--- config.mk ---
export PLATFORM = sky130hd
export DESIGN_NAME = mips_control_unit
export DESIGN_NICKNAME = d
export VERILOG_FILES = /design/src/rtl/mips_ctrl_pkg.sv /design/src/rtl/mips_alu_decoder.sv /design/src/rtl/mips_control_unit.sv
export SDC_FILE = /design/constraint.sdc
export NUM_CORES = 1
export LEC_CHECK = 0
export ABC_AREA = 1
export CORE_AREA = 2 2 39 41
export CTS_BUF_LIST = sky130_fd_sc_hd__clkbuf_8
export DETAILED_ROUTE_END_ITERATION = 10
export DIE_AREA = 0 0 41 43
export HOLD_SLACK_MARGIN = 0.03
export PLACE_DENSITY = 0.79
export SYNTH_ARGS = -nofsm -noshare
export SYNTH_HDL_FRONTEND = slang
export SYNTH_SLANG_ARGS = --single-unit
--- constraint.sdc ---
create_clock -name clk -period 0.8 [get_ports clk]
set_input_delay 0.2 -clock clk [delete_from_list [all_inputs] [get_ports clk]]
set_output_delay 0.2 -clock clk [all_outputs]
set_load 0.02 [all_outputs]
--- src/rtl/mips_ctrl_pkg.sv ---
// Shared encodings for the MIPS control unit: opcodes, funct codes, ALUOp and ALUControl.
// Optional jump decode is enabled by defining MIPS_CU_JUMP_EN.
package mips_ctrl_pkg;

  localparam logic [5:0] OP_RTYPE = 6'b000000;
  localparam logic [5:0] OP_LW    = 6'b100011;
  localparam logic [5:0] OP_SW    = 6'b101011;
  localparam logic [5:0] OP_BEQ   = 6'b000100;
  localparam logic [5:0] OP_ADDI  = 6'b001000;
  localparam logic [5:0] OP_J     = 6'b000010;

  localparam logic [5:0] FN_ADD = 6'b100000;
  localparam logic [5:0] FN_SUB = 6'b100010;
  localparam logic [5:0] FN_AND = 6'b100100;
  localparam logic [5:0] FN_OR  = 6'b100101;
  localparam logic [5:0] FN_SLT = 6'b101010;

  typedef enum logic [1:0] {
    ALUOP_ADD   = 2'b00,
    ALUOP_SUB   = 2'b01,
    ALUOP_FUNCT = 2'b10,
    ALUOP_RSVD  = 2'b11
  } aluop_t;

  localparam logic [2:0] ALU_AND = 3'b000;
  localparam logic [2:0] ALU_OR  = 3'b001;
  localparam logic [2:0] ALU_ADD = 3'b010;
  localparam logic [2:0] ALU_SUB = 3'b110;
  localparam logic [2:0] ALU_SLT = 3'b111;

  typedef struct packed {
    logic   reg_write;
    logic   reg_dst;
    logic   alu_src;
    logic   branch;
    logic   mem_write;
    logic   mem_to_reg;
    logic   jump;
    logic   alu_known;
    aluop_t alu_op;
  } main_ctrl_t;

  localparam main_ctrl_t CTRL_NOP = '{
    reg_write: 1'b0, reg_dst: 1'b0, alu_src: 1'b0, branch: 1'b0,
    mem_write: 1'b0, mem_to_reg: 1'b0, jump: 1'b0, alu_known: 1'b0,
    alu_op: ALUOP_ADD
  };

  function automatic main_ctrl_t make_ctrl(
    input logic   reg_write,
    input logic   reg_dst,
    input logic   alu_src,
    input logic   branch,
    input logic   mem_write,
    input logic   mem_to_reg,
    input aluop_t alu_op
  );
    main_ctrl_t c;
    c.reg_write  = reg_write;
    c.reg_dst    = reg_dst;
    c.alu_src    = alu_src;
    c.branch     = branch;
    c.mem_write  = mem_write;
    c.mem_to_reg = mem_to_reg;
    c.jump       = 1'b0;
    c.alu_known  = 1'b1;
    c.alu_op     = alu_op;
    return c;
  endfunction

endpackage

--- src/rtl/mips_alu_decoder.sv ---
// Combinational ALU decoder: maps ALUOp and funct to ALUControl, flagging unsupported funct codes.
module mips_alu_decoder
  import mips_ctrl_pkg::*;
(
  input  aluop_t     alu_op,
  input  logic [5:0] funct,
  output logic [2:0] alu_control,
  output logic       funct_valid
);

  // ALUOp/funct to ALU operation select
  always_comb begin
    alu_control = ALU_AND;
    funct_valid = 1'b1;
    case (alu_op)
      ALUOP_ADD: alu_control = ALU_ADD;
      ALUOP_SUB: alu_control = ALU_SUB;
      ALUOP_FUNCT: begin
        case (funct)
          FN_ADD:  alu_control = ALU_ADD;
          FN_SUB:  alu_control = ALU_SUB;
          FN_AND:  alu_control = ALU_AND;
          FN_OR:   alu_control = ALU_OR;
          FN_SLT:  alu_control = ALU_SLT;
          default: begin
            alu_control = ALU_AND;
            funct_valid = 1'b0;
          end
        endcase
      end
      default: begin
        alu_control = ALU_AND;
        funct_valid = 1'b0;
      end
    endcase
  end

endmodule

--- src/rtl/mips_control_unit.sv ---
// MIPS main decoder plus registered control outputs (1-cycle latency from op/funct).
// Define MIPS_CU_JUMP_EN to add the registered Jump output and decode of opcode j.
module mips_control_unit
  import mips_ctrl_pkg::*;
(
  input  logic       clk,
  input  logic       rst_n,
  input  logic [5:0] op,
  input  logic [5:0] funct,
  output logic       RegWrite,
  output logic       RegDst,
  output logic       AluSrc,
  output logic       Branch,
  output logic       MemWrite,
  output logic       MemtoReg,
`ifdef MIPS_CU_JUMP_EN
  output logic       Jump,
`endif
  output logic [2:0] ALUControl
);

  main_ctrl_t ctrl;
  logic [2:0] dec_alu_control;
  logic       dec_funct_valid;
  logic [2:0] next_alu_control;
  logic       next_reg_write;

  // Main opcode decode
  always_comb begin
    ctrl = CTRL_NOP;
    case (op)
      OP_RTYPE: ctrl = make_ctrl(1'b1, 1'b1, 1'b0, 1'b0, 1'b0, 1'b0, ALUOP_FUNCT);
      OP_LW:    ctrl = make_ctrl(1'b1, 1'b0, 1'b1, 1'b0, 1'b0, 1'b1, ALUOP_ADD);
      OP_SW:    ctrl = make_ctrl(1'b0, 1'b0, 1'b1, 1'b0, 1'b1, 1'b0, ALUOP_ADD);
      OP_BEQ:   ctrl = make_ctrl(1'b0, 1'b0, 1'b0, 1'b1, 1'b0, 1'b0, ALUOP_SUB);
      OP_ADDI:  ctrl = make_ctrl(1'b1, 1'b0, 1'b1, 1'b0, 1'b0, 1'b0, ALUOP_ADD);
`ifdef MIPS_CU_JUMP_EN
      OP_J: begin
        ctrl      = CTRL_NOP;
        ctrl.jump = 1'b1;
      end
`endif
      default:  ctrl = CTRL_NOP;
    endcase
  end

  mips_alu_decoder u_alu_decoder (
    .alu_op      (ctrl.alu_op),
    .funct       (funct),
    .alu_control (dec_alu_control),
    .funct_valid (dec_funct_valid)
  );

  // Unknown opcodes force a NOP ALU select; bad R-type funct suppresses the write
  always_comb begin
    if (ctrl.alu_known) begin
      next_alu_control = dec_alu_control;
    end else begin
      next_alu_control = ALU_AND;
    end
    if (ctrl.alu_op == ALUOP_FUNCT && !dec_funct_valid) begin
      next_reg_write = 1'b0;
    end else begin
      next_reg_write = ctrl.reg_write;
    end
  end

  // Output register stage
  always_ff @(posedge clk or negedge rst_n) begin
    if (!rst_n) begin
      RegWrite   <= 1'b0;
      RegDst     <= 1'b0;
      AluSrc     <= 1'b0;
      Branch     <= 1'b0;
      MemWrite   <= 1'b0;
      MemtoReg   <= 1'b0;
      ALUControl <= 3'b000;
`ifdef MIPS_CU_JUMP_EN
      Jump       <= 1'b0;
`endif
    end else begin
      RegWrite   <= next_reg_write;
      RegDst     <= ctrl.reg_dst;
      AluSrc     <= ctrl.alu_src;
      Branch     <= ctrl.branch;
      MemWrite   <= ctrl.mem_write;
      MemtoReg   <= ctrl.mem_to_reg;
      ALUControl <= next_alu_control;
`ifdef MIPS_CU_JUMP_EN
      Jump       <= ctrl.jump;
`endif
    end
  end

endmodule

==> metrics.cfg <==
[placement]
place_ws_ns=-0.558
port_buffers=22
placed_area_sq_um=743
hpwl_um=833
place_inst=103
gp_congestion=0.810

[clocking]
h-tree-depth=1
path_clk_slew_ns=0.04
cts_sinks=9
cts_buffers=3
clockBufferDepth=2
hold_buffers=0
cts_root_buf=clkbuf_8
cts_tree=built

[sta]
timing.final.hold_violations=0
slew_headroom_pct=74.1
setup_tns_ns=-1.13
finalSetupViolCount=9
rsz0062_at_grt=true
period_share_pct=118
fmax_ghz=1.06
holdWs_ns=0.261
tightest_slew_ns=0.387
period_needed_ns=0.943
drv_slew=0
finalWorstSetupSlack_ns=-0.143

[logic_synthesis]
synth_xor_area_share_pct=0
syn_nets=74
synthSimpleGateAreaFrac_pct=39.2
syn_area_per_cell_sq_um=7.76
synth.ff_latch_count=9
ys.warnings.count=0
synth_top_family_by_area=simple AND/OR/NAND/NOR gates
synthAdderAreaFrac_pct=0
synthMuxAreaShare_pct=0
synth_cell_types=10
syn_area_sq_um=465
synth_compound_area_share_pct=1.08
synth_cells=60
ys_seq_area_share_pct=48.4

[die]
io_pins=23
row_count=14
dieWidth_um=41
start_util_pct=33.6
core_area_sq_mm=0.00138
die_area_sq_mm=0.00176
die_h_um=43

[final_layout]
final_cell_mix=12 x inv_1, 11 x buf_4, 10 x nor2_1
layout.nets=112
final_cells=113
post-route-util_pct=61.2
layout_commonest_cell=inv_1
design_area_sq_um=847
fillers=129
area_delta_synth_final_pct=82.0
diodes=0
drive_gt1_share_pct=50.5

[power]
power_mw=1.18
seqPwrFrac_pct=39.8
power_density_mw_per_mm2=1390
max-vdd-ir-drop_v=0.000498
power_frac_clock_pct=42.6
internal-power_uw=895
p_comb_share_pct=17.6
total_leakage_power_nw=0.472
swShare_pct=23.9
p_sw_uw=281

[setup_path]
slowest_delay_ns=0.38
cp_max_fo=1
critical_path.startpoint=ALUControl[1]$_DFF_PN0_
path_buf_inv=1
worst_path_dominant_cell_family=flip-flops
crit_type=flip-flop to primary output
end_kind=primary output
cp_data_arrival_time_ns=0.74
cp-start-kind=flip-flop
worst-endpoint-required_ns=0.60
path_cells=buf_6
slowest_stage=dfrtp_1

[route]
wirelength_um=1200
detail_route.wl_per_cell_um=10.7
drc_errors=0
vias_per_cell=4.63
drt_iter0_drc=8
drtAntennaViolNets=0
dr.pass1.iters=4
vias=523

[run_status]
status=complete, but fails checks
failed_checks=negative setup slack

[worst_hold_path]
holdCritPathClass=primary input to asynchronous set/reset pin

[global_route]
busiest_layer=met2
grt.overflow.total=0
grt_pass1_vias=510
met3_usage_pct=4.19
grtUsageMet2_pct=26.6
grt_pass1_wl_um=1940
grt_use_total_pct=16.7
antenna_found_initial=0
grt_max_degree=10
met1_usage_pct=16.4

[flow_run]
cap_violations=0

## worst paths after layout
path                                            to  depth (start not counted)
min in group clk                  RegDst$_DFF_PN0_                          4
max in group asynchronous  ALUControl[1]$_DFF_PN0_                          1
max                                  ALUControl[1]                          1
min                             RegWrite$_DFF_PN0_                          1
## registers in the layout (all words and copies together) (netlist names)
| name | count |
|---|---|
| MemtoReg | 1 |
| Branch | 1 |
| AluSrc | 1 |
| RegWrite | 1 |
| RegDst | 1 |
| MemWrite | 1 |
| ALUControl | 3 |
## cells in the mapped netlist
| master | instances | area (sq um) |
|---|---|---|
| nand4_1 | 1 | 6.26 |
| nand3_1 | 10 | 50.1 |
| dfrtp_1 | 9 | 225 |
| nor2_1 | 12 | 45.0 |
| nand2_2 | 2 | 12.5 |
| inv_1 | 14 | 52.6 |
| nor2_2 | 2 | 12.5 |
| nor2_4 | 3 | 33.8 |
| a21oi_1 | 1 | 5.00 |
| nand2_1 | 6 | 22.5 |
## per-layer routing
metal,up-vias,wire [um]
met3,6,80
li1,255,-
met4,0,48
met1,236,430
met5,-,0
met2,26,645
## power by group through the flow
| stage | Combinational (mW) | Clock [mW] | Sequential [mW] |
|---|---|---|---|
| 5_1_grt | 0.226 | 0.527 | 0.468 |
| 2_1_floorplan | 0.0540 | 0 | 0.482 |
| 3_3_place_gp | 0.186 | 0 | 0.472 |
| 3_5_place_dp | 0.191 | 0 | 0.473 |
| 6_report | 0.207 | 0.501 | 0.468 |
| 4_1_cts | 0.199 | 0.502 | 0.468 |
## area by class of cell
cell class                      instances  area, sq um  share of cell area (%)
Timing Repair Buffer                   33          267                    31.5
Multi-Input combinational cell         37          238                    28.1
Sequential cell                         9          225                    26.6
Inverter                               14         52.6                    6.20
Clock buffer                            3         41.3                    4.87
Tap cell                               16         20.0                    2.36
Clock inverter                          1         3.75                   0.443
## cells by family after synthesis
logic type / count (synthesis)
flip-flops: 9
AND/OR/NAND/NOR: 36
AO/OA/AOI/OAI: 1
buffers and inverters: 14
## what timing repair did
action	in CTS	in global routing
endpoints found under the setup margin	18	13
setup buffers	5	1
endpoints found under the hold margin	0	0
gates resized for setup	94	10
pin swaps	17	11
Note: power is estimated with default switching activity, not from simulation.
